**src/rtl/adc_reader.sv**
```systemverilog
// adc_reader: SPI master that reads an MCP3002-style 10-bit two-channel ADC.
// SCK, CS and MOSI are registered and only change on divider ticks; no derived clock.
module adc_reader #(
    parameter int unsigned CLK_DIV  = 4,
    parameter int unsigned GAP_HALF = 2
) (
    input  logic       ipClk,
    input  logic       ipReset,
    input  logic [1:0] ipControl,
    input  logic       ipChannel,
    input  logic       ipMISO,
    output logic       opSCK,
    output logic       opCS,
    output logic       opMOSI,
    output logic [9:0] opData,
    output logic       opValid
);
    localparam int unsigned DIV_W = (CLK_DIV > 1) ? $clog2(CLK_DIV) : 1;
    localparam int unsigned H_W   = (GAP_HALF > 32) ? $clog2(GAP_HALF) : 5;
    localparam logic [DIV_W-1:0] DIV_LAST = DIV_W'(CLK_DIV - 1);
    localparam logic [H_W-1:0]   H_LAST   = H_W'(31);
    localparam logic [H_W-1:0]   GAP_LAST = H_W'(GAP_HALF - 1);

    typedef enum logic [1:0] {
        ST_STOP,
        ST_SETUP,
        ST_SHIFT,
        ST_GAP
    } state_t;

    state_t           state_q, state_d;
    logic [DIV_W-1:0] div_q, div_d;
    logic [H_W-1:0]   h_q, h_d;
    logic             mode_q, mode_d;
    logic             chan_q, chan_d;
    logic [10:0]      sr_q, sr_d;
    logic             sck_q, sck_d;
    logic             cs_q, cs_d;
    logic             mosi_q, mosi_d;
    logic [9:0]       data_q, data_d;
    logic             valid_q, valid_d;

    logic             tick_c;
    logic [15:0]      cmd_word_c;
    logic [3:0]       k_c;

    assign tick_c     = (div_q == DIV_LAST);
    assign cmd_word_c = {1'b1, 1'b1, chan_q, 1'b1, 12'h000};
    assign k_c        = h_q[4:1];

    // Next-state logic; the shift register keeps only response bits k=5..15,
    // so after the last sample bits [10:1] hold D9..D0.
    always_comb begin
        state_d = state_q;
        div_d   = tick_c ? '0 : div_q + 1'b1;
        h_d     = h_q;
        mode_d  = mode_q;
        chan_d  = chan_q;
        sr_d    = sr_q;
        sck_d   = sck_q;
        cs_d    = cs_q;
        mosi_d  = mosi_q;
        data_d  = data_q;
        valid_d = 1'b0;

        case (ipControl)
            2'b01:   mode_d = 1'b1;
            2'b10:   mode_d = 1'b0;
            default: mode_d = mode_q;
        endcase

        if (tick_c) begin
            case (state_q)
                ST_STOP: begin
                    if (mode_d) begin
                        state_d = ST_SETUP;
                        chan_d  = ipChannel;
                        cs_d    = 1'b0;
                        mosi_d  = 1'b1;
                        h_d     = '0;
                    end
                end
                ST_SETUP: begin
                    state_d = ST_SHIFT;
                    h_d     = '0;
                    sck_d   = 1'b1;
                end
                ST_SHIFT: begin
                    if (!h_q[0]) begin
                        sck_d  = 1'b0;
                        sr_d   = {sr_q[9:0], ipMISO};
                        mosi_d = (k_c == 4'd15) ? 1'b0 : cmd_word_c[4'd14 - k_c];
                        h_d    = h_q + 1'b1;
                    end else if (h_q == H_LAST) begin
                        state_d = ST_GAP;
                        h_d     = '0;
                        data_d  = sr_q[10:1];
                        valid_d = 1'b1;
                        cs_d    = 1'b1;
                        mosi_d  = 1'b0;
                    end else begin
                        sck_d = 1'b1;
                        h_d   = h_q + 1'b1;
                    end
                end
                ST_GAP: begin
                    if (h_q == GAP_LAST) begin
                        h_d = '0;
                        if (mode_d) begin
                            state_d = ST_SETUP;
                            chan_d  = ipChannel;
                            cs_d    = 1'b0;
                            mosi_d  = 1'b1;
                        end else begin
                            state_d = ST_STOP;
                        end
                    end else begin
                        h_d = h_q + 1'b1;
                    end
                end
                default: state_d = ST_STOP;
            endcase
        end
    end

    always_ff @(posedge ipClk or posedge ipReset) begin
        if (ipReset) begin
            state_q <= ST_STOP;
            div_q   <= '0;
            h_q     <= '0;
            mode_q  <= 1'b0;
            chan_q  <= 1'b0;
            sr_q    <= '0;
            sck_q   <= 1'b0;
            cs_q    <= 1'b1;
            mosi_q  <= 1'b0;
            data_q  <= '0;
            valid_q <= 1'b0;
        end else begin
            state_q <= state_d;
            div_q   <= div_d;
            h_q     <= h_d;
            mode_q  <= mode_d;
            chan_q  <= chan_d;
            sr_q    <= sr_d;
            sck_q   <= sck_d;
            cs_q    <= cs_d;
            mosi_q  <= mosi_d;
            data_q  <= data_d;
            valid_q <= valid_d;
        end
    end

    assign opSCK   = sck_q;
    assign opCS    = cs_q;
    assign opMOSI  = mosi_q;
    assign opData  = data_q;
    assign opValid = valid_q;

endmodule

```
**config.mk**
```make
export PLATFORM = sky130hd
export DESIGN_NAME = adc_reader
export DESIGN_NICKNAME = d
export VERILOG_FILES = /design/src/rtl/adc_reader.sv
export SDC_FILE = /design/constraint.sdc
export NUM_CORES = 1
export LEC_CHECK = 0
export BUFFER_PORTS_ARGS = -buffer_cell sky130_fd_sc_hd__buf_4
export CAP_MARGIN = 40
export CORE_ASPECT_RATIO = 1.2
export CORE_MARGIN = 2
export CORE_UTILIZATION = 48
export CTS_BUF_LIST = sky130_fd_sc_hd__clkbuf_16
export CTS_CLUSTER_SIZE = 28
export DETAILED_ROUTE_END_ITERATION = 10
export GPL_ROUTABILITY_DRIVEN = 1
export PLACE_DENSITY = 0.75
export SLEW_MARGIN = 10
export SYNTH_ARGS = -nofsm -noshare
export SYNTH_HDL_FRONTEND = slang
export SYNTH_SLANG_ARGS = --single-unit
export TNS_END_PERCENT = 1
```
**constraint.sdc**
```tcl
create_clock -name ipClk -period 5 [get_ports ipClk]
set_input_delay 0.5 -clock ipClk [delete_from_list [all_inputs] [get_ports ipClk]]
set_output_delay 0.5 -clock ipClk [all_outputs]
set_load 0.01 [all_outputs]
```
==> flow_metrics.tcl, run 1 <==
set metrics [dict create \
    run_status "completed" \
    reg2reg_to "sr_q[7]$_DFFE_PP0P_" \
    antenna_cells 0 \
    power.net_switching_mw 0.270 \
    yosys_warnings 0 \
    synth_xor_area_share_pct 0.989 \
    maxSlewHeadroom_pct 54.5 \
    postRouteAntennaNets 0 \
    syn_area_um2 1770 \
    final.setup_skew_ns 0.00705 \
    gp_congestion 0.824 \
    cts_made_buffers 5 \
    required_ns 5.16 \
    synthSimpleGateAreaFrac_pct 14.5 \
    first_global_vias 1341 \
    wl_per_cell_um 15.8 \
    clk_pin_slew_ns 0.06 \
    nNetsFinal 208 \
    muxShareOfSynthArea_pct 9.60 \
    endpoint "sr_q[7]$_DFFE_PP0P_" \
    cts.path.max_buffers 2 \
    path_max_fanout 15 \
    grt_antenna_before_repair 0 \
    maxSlewViolCount 0 \
    routed_wl_um 3610 \
    postCtsHoldBufs 0 \
    syn_nets 186 \
    clockRootBuffer "clkbuf_16" \
    clock.fmax_mhz 447 \
    grt_pass1_wl_um 6070 \
    grt_max_degree 37 \
    io_pins 20 \
    final-setup-viol-count 0 \
    drtIter0Drc 65 \
    swShare_pct 30.8 \
    clk_latency_ns 0.28 \
    criticalPathCategory "flip-flop to flip-flop" \
    async_reset_ff_share_pct 100 \
    crit_path_start_kind "flip-flop" \
    initial_core_util_pct 49.6 \
    tns_ns 0 \
    drc 0 \
    synth_commonest_cells "36 x nand2_1, 35 x dfrtp_1, 13 x ha_1" \
    endpoint_kind "flip-flop" \
    grt_overflow 0 \
    synth_edf_count 0 \
    post-cts-setup-buffers 0 \
    power_frac_comb_pct 24.2 \
    yosys.area.top_type "dfrtp_1" \
    seqCellArea_um2 902 \
    min_period_ns 2.24 \
    crit_arrival_ns 2.39 \
    die_y_um 70.6 \
    tightest_slew_ns 0.664 \
    yosysMostFrequentCell "nand2_1" \
    grt_util_all_layers_pct 19.4 \
    synth_compound_area_share_pct 11.2 \
    r2r_start "state_q[0]$_DFFE_PP0P_" \
    synth_top_family_by_area "simple AND/OR/NAND/NOR gates" \
    fin_crit_sh_pct 44.7 \
    num_vias 1284 \
    fillers 304 \
    finalHoldViolCount 0 \
    leakage_nw 1.09 \
    synth_seq_cells 36 \
    ir_worst_vdd_mv 0.227 \
    row_count 24 \
    p_seq_share_pct 42.7 \
    power_density_nw_per_um2 421 \
    die_w_um 59.5 \
    seq_area_frac_synth_pct 50.9 \
    multi_input_area_um2 806 \
    synth_top_area_share_pct 49.4 \
    reg2reg_depth 4 \
    max_cap_violations 0 \
    yosys.area_share.adder_pct 9.18 \
    holdWs_ns 0.320 \
    rsz0062_at_grt "no" \
    final_util_pct 58.3 \
    cts_tree "built" \
    drt-vias-per-instance 5.63 \
    cts_resized 0 \
    core_area_um2 3570 \
    drive_gt1_share_pct 23.8 \
    synthDistinctLibCells 39 \
    dr.pass1.iters 4 \
    avgSynthCellArea_um2 10.6 \
    pwr-share-clk_pct 33.1 \
    internal_power_mw 0.607 \
    hpwl_um 2540 \
    rrSetupSlack_ns 2.76 \
    hold_class "input port to asynchronous set/reset pin" \
    die_area_um2 4190 \
    cts_sinks 36 \
    area_growth_pct 17.7 \
    ys.flop_type "dfrtp_1" \
    io_buffer_count 19 \
    synthCells 167 \
    synthTopCellsByArea "dfrtp_1 49%, ha_1 9.2%, nand2_1 7.6%" \
    startpoint "state_q[0]$_DFFE_PP0P_" \
    p_total_mw 0.878 \
    ctsHtreeMaxLevel 2 \
]
==> critical path: stages, from the launching register on <==
cell and delay, ns:
dfrtp_1 0.43, inv_1 0.15, ha_1 0.51, nand3b_1 0.56
mux2_2 0.45
==> how the worst min path moves through the flow <==
stage / from / end / slack, ns / cells after the start
finish: ipReset / div_q[0]$_DFF_PP0_ / 0.32 / 3
global route: ipReset / div_q[0]$_DFF_PP0_ / 0.37 / 3
global placement: div_q[0]$_DFF_PP0_ / div_q[0]$_DFF_PP0_ / 0.41 / 1
floorplan: div_q[0]$_DFF_PP0_ / div_q[0]$_DFF_PP0_ / 0.40 / 1
detailed placement: div_q[0]$_DFF_PP0_ / div_q[0]$_DFF_PP0_ / 0.43 / 1
CTS: ipReset / div_q[0]$_DFF_PP0_ / 0.34 / 3
==> cell families (layout without fill, tap and decap cells) <==
kind of cell | Yosys count | count (layout)
adders and majority gates | 13 | 13
buffers and inverters | 17 | 39
muxes | 15 | 15
DFF | 36 | 36
AOI/OAI and AO/OA | 28 | 28
xor gates and xnor gates | 2 | 2
and+or+nand+nor | 56 | 56
==> power groups by stage <==
stage	registers, mW	logic (mW)	clock network (mW)
CTS	0.374	0.212	0.294
global route	0.381	0.238	0.305
floorplan	0.365	0.167	0
detailed placement	0.379	0.209	0
global placement	0.375	0.199	0
finish	0.375	0.213	0.290
==> state kept, by name (all words and copies together) (netlist names) <==
signal	flops
sr_q	11
opData	10
h_q	5
div_q	2
state_q	2
chan_q	1
mode_q	1
opCS	1
opMOSI	1
opSCK	1
opValid	1
==> per-layer routing <==
layer	track usage (%)	up-vias	share of wire [%]
met1	22.6	618	41
met3	5.85	14	4.4
li1	-	614	-
met5	0	-	0
met2	30.6	38	51
met4	11.9	0	4.0
==> through the flow <==
step | cell area [µm²] | instances | setup slack [ns]
CTS | 2080 | 228 | 2.75
detailed placement | 1950 | 221 | 2.77
global route | 2080 | 228 | 2.52
finish | 2080 | 228 | 2.76
floorplan | 1770 | 167 | 3.04
global placement | 1950 | 221 | 2.78
==> layout by cell type (no fill, tap or decap), drive strengths merged, types with 4 or more instances in the layout <==
cell    synthesis  routed
inv            12      12
a21oi           5       5
a211oi          5       5
buf             0      20
mux2           13      13
nand2          36      36
clkbuf          5       5
nor2            6       6
o21ai           4       4
dfrtp          35      35
ha             13      13
==> area by class of cell <==
class | instances | share of cell area, %
sequential | 36 | 43.3
multi-input combinational | 114 | 38.7
timing repair buffer | 20 | 7.20
clock buffer | 5 | 6.00
tap | 39 | 2.34
inverter | 12 | 2.16
clock inverter | 2 | 0.360
Note: power is estimated with default switching activity, not from simulation.
==> run 2: changes to the inputs <==
--- a/config.mk
+++ b/config.mk
@@ -5,6 +5,7 @@
 export SDC_FILE = /design/constraint.sdc
 export NUM_CORES = 1
 export LEC_CHECK = 0
+export ABC_AREA = 1
 export BUFFER_PORTS_ARGS = -buffer_cell sky130_fd_sc_hd__buf_4
 export CAP_MARGIN = 40
 export CORE_ASPECT_RATIO = 1.2
@@ -14,7 +15,7 @@
 export CTS_CLUSTER_SIZE = 28
 export DETAILED_ROUTE_END_ITERATION = 10
 export GPL_ROUTABILITY_DRIVEN = 1
-export PLACE_DENSITY = 0.75
+export PLACE_DENSITY = 0.78
 export SLEW_MARGIN = 10
 export SYNTH_ARGS = -nofsm -noshare
 export SYNTH_HDL_FRONTEND = slang
==> constraint.sdc (replaced) <==
create_clock -name ipClk -period 1.85 [get_ports ipClk]
set_input_delay 0.185 -clock ipClk [delete_from_list [all_inputs] [get_ports ipClk]]
set_output_delay 0.185 -clock ipClk [all_outputs]
set_load 0.01 [all_outputs]
==> flow_metrics.tcl, run 2 <==
set metrics [dict create \
    synthCells 219 \
    die_y_um 72.0 \
    cts_sinks 36 \
    p_total_mw 2.72 \
    multi_input_area_um2 793 \
    fin_crit_sh_pct 93.5 \
    criticalPathCategory "flip-flop to flip-flop" \
    clk_pin_slew_ns 0.05 \
    syn_nets 238 \
    seqCellArea_um2 902 \
    final_cell_mix "54 x nand2_1, 35 x dfrtp_1, 32 x inv_1" \
    power_density_nw_per_um2 1200 \
    maxSlewHeadroom_pct 70.6 \
    row_count 24 \
    ctsHtreeMaxLevel 2 \
    wl_per_cell_um 11.9 \
    die_area_um2 4360 \
    initial_core_util_pct 50.4 \
    slowest_delay_ns 0.38 \
    drc 0 \
    clockRootBuffer "clkbuf_16" \
    synthTopCellsByArea "dfrtp_1 47%, nand2_1 11%, ha_1 8.8%" \
    largest_register_ffs 11 \
    io_pins 20 \
    required_ns 2.01 \
    run_status "completed" \
    slowest_stage "dfrtp_1" \
    endpoint_kind "flip-flop" \
    dr.pass1.iters 4 \
    async_reset_ff_share_pct 100 \
    clock.fmax_mhz 578 \
    postRouteAntennaNets 0 \
    rsz0062_at_grt "no" \
    leakage_nw 1.19 \
    final.setup_skew_ns 0.00292 \
    num_vias 1497 \
    drtIter0Drc 74 \
    ir_worst_vdd_mv 0.573 \
    min_period_ns 1.73 \
    grt_antenna_before_repair 0 \
    antenna_cells 0 \
    cts.path.max_buffers 2 \
    clk_latency_ns 0.28 \
    synthDistinctLibCells 23 \
    met1_usage_pct 22.8 \
    grt_util_all_layers_pct 18.8 \
    final_util_pct 61.7 \
    hold_class "input port to asynchronous set/reset pin" \
    drt-vias-per-instance 4.96 \
    cts_tree "built" \
    grt_pass1_wl_um 6150 \
    syn_area_um2 1850 \
    synth_top_area_share_pct 47.4 \
    die_w_um 60.6 \
    path_max_fanout 4 \
    largest_register "sr_q" \
    ys.flop_type "dfrtp_1" \
    postCtsHoldBufs 0 \
    post-cts-setup-buffers 0 \
    cpLargestDelayFamily "simple AND/OR/NAND/NOR gates" \
    synth_edf_count 0 \
    nNetsFinal 268 \
    cts_made_buffers 5 \
    critical_path_buf_inv_count 1 \
    met3_usage_pct 4.99 \
    tightest_slew_ns 0.441 \
    crit_chain "ha_1 > inv_1 > nor2_2 > ha_2 > nand3_2 > nor2_8 > mux2_2" \
    yosysMostFrequentCell "nand2_1" \
    crit_path_start_kind "flip-flop" \
    tns_ns 0 \
    met2_usage_pct 30.9 \
    hpwl_um 2480 \
    seq_area_frac_synth_pct 48.8 \
    drive_gt1_share_pct 19.2 \
    cts_resized 0 \
    io_buffer_count 19 \
    core_area_um2 3660 \
    finalHoldViolCount 0 \
    yosys_warnings 0 \
    grt_max_degree 37 \
    final-setup-viol-count 0 \
    busiest_layer "met2" \
    area_growth_pct 22.4 \
    holdWs_ns 0.0127 \
    yosys.area.top_type "dfrtp_1" \
    mostFrequentLayoutCell "nand2_1" \
    max_cap_violations 0 \
    avgSynthCellArea_um2 8.44 \
    crit_arrival_ns 1.89 \
    gp_congestion 0.939 \
    routed_wl_um 3600 \
    maxSlewViolCount 0 \
    fillers 309 \
    grt_overflow 0 \
    rrSetupSlack_ns 0.12 \
    synth_commonest_cells "54 x nand2_1, 35 x dfrtp_1, 31 x inv_1" \
    synth_seq_cells 36 \
    first_global_vias 1434 \
]
## run 2: cell types whose count changed after synthesis, moves of 4 or more
cell	previous run	this run
inv_1	12	31
nand2_1	36	54
nor2_1	6	24
o21ai_0	4	19
nand3_1	1	12
mux2_2	12	2
a211oi_1	5	0
clkbuf_1	5	0
a21oi_1	5	9
## run 2: metrics by stage
step	setup slack, ns	cell area (µm²)	std cells
finish	0.121	2260	302
global route	0.00263	2260	302
CTS	0.0959	2240	302
detailed placement	0.118	2080	294
global placement	0.150	2080	294
floorplan	0.0833	1850	219
## run 2: final cells by class
class                           count  area share (%)
Clock buffer                        5            5.53
Clock inverter                      3            1.71
Inverter                           34            5.64
Multi-Input combinational cell    145            35.1
Sequential cell                    36            39.9
Tap cell                           52            2.88
Timing Repair Buffer               27            9.29
## run 2: path summary, 6_finish.rpt
path                                          from                     to  cells after the start
worst min-delay path                       ipReset  opData[3]$_DFFE_PP0P_                      3
max in group asynchronous                  ipReset       opCS$_DFFE_PP1P_                      3
worst max register to register  h_q[1]$_DFFE_PP0P_  opData[9]$_DFFE_PP0P_                      7
worst max-delay path            h_q[1]$_DFFE_PP0P_  opData[9]$_DFFE_PP0P_                      7
worst min register to register  div_q[0]$_DFF_PP0_     div_q[0]$_DFF_PP0_                      1
min in group ipClk                          ipMISO    sr_q[0]$_DFFE_PP0P_                      3
## run 2: per-layer routing
layer	routed length (µm)	up-vias	share of wire, %
li1	-	751	-
met1	1520	680	42
met2	1810	52	50
met3	183	14	5.1
met4	90	0	2.5
met5	0	-	0
## run 2: cells by family (layout without fill, tap and decap cells)
| group | count (synthesis) | after routing | share of synthesized area (%) |
|---|---|---|---|
| and+or+nand+nor | 95 | 95 | 21.9 |
| buffers and inverters | 38 | 69 | 8.80 |
| AOI/OAI and AO/OA | 34 | 34 | 10.0 |
| adders and majority gates | 13 | 13 | 8.80 |
| DFF | 36 | 36 | 48.8 |
| muxes | 2 | 2 | 1.22 |
| xor gates and xnor gates | 1 | 1 | 0.474 |
## run 2: power by group
group | leakage, nW | switching, mW | internal (mW)
registers | 0.477 | 0.0915 | 0.918
logic | 0.629 | 0.477 | 0.311
clock network | 0.0850 | 0.300 | 0.627
## run 2: tightest hold or removal path, delay by kind of cell
kind	cells	cell delay, ns
buf+inv	3	0.53
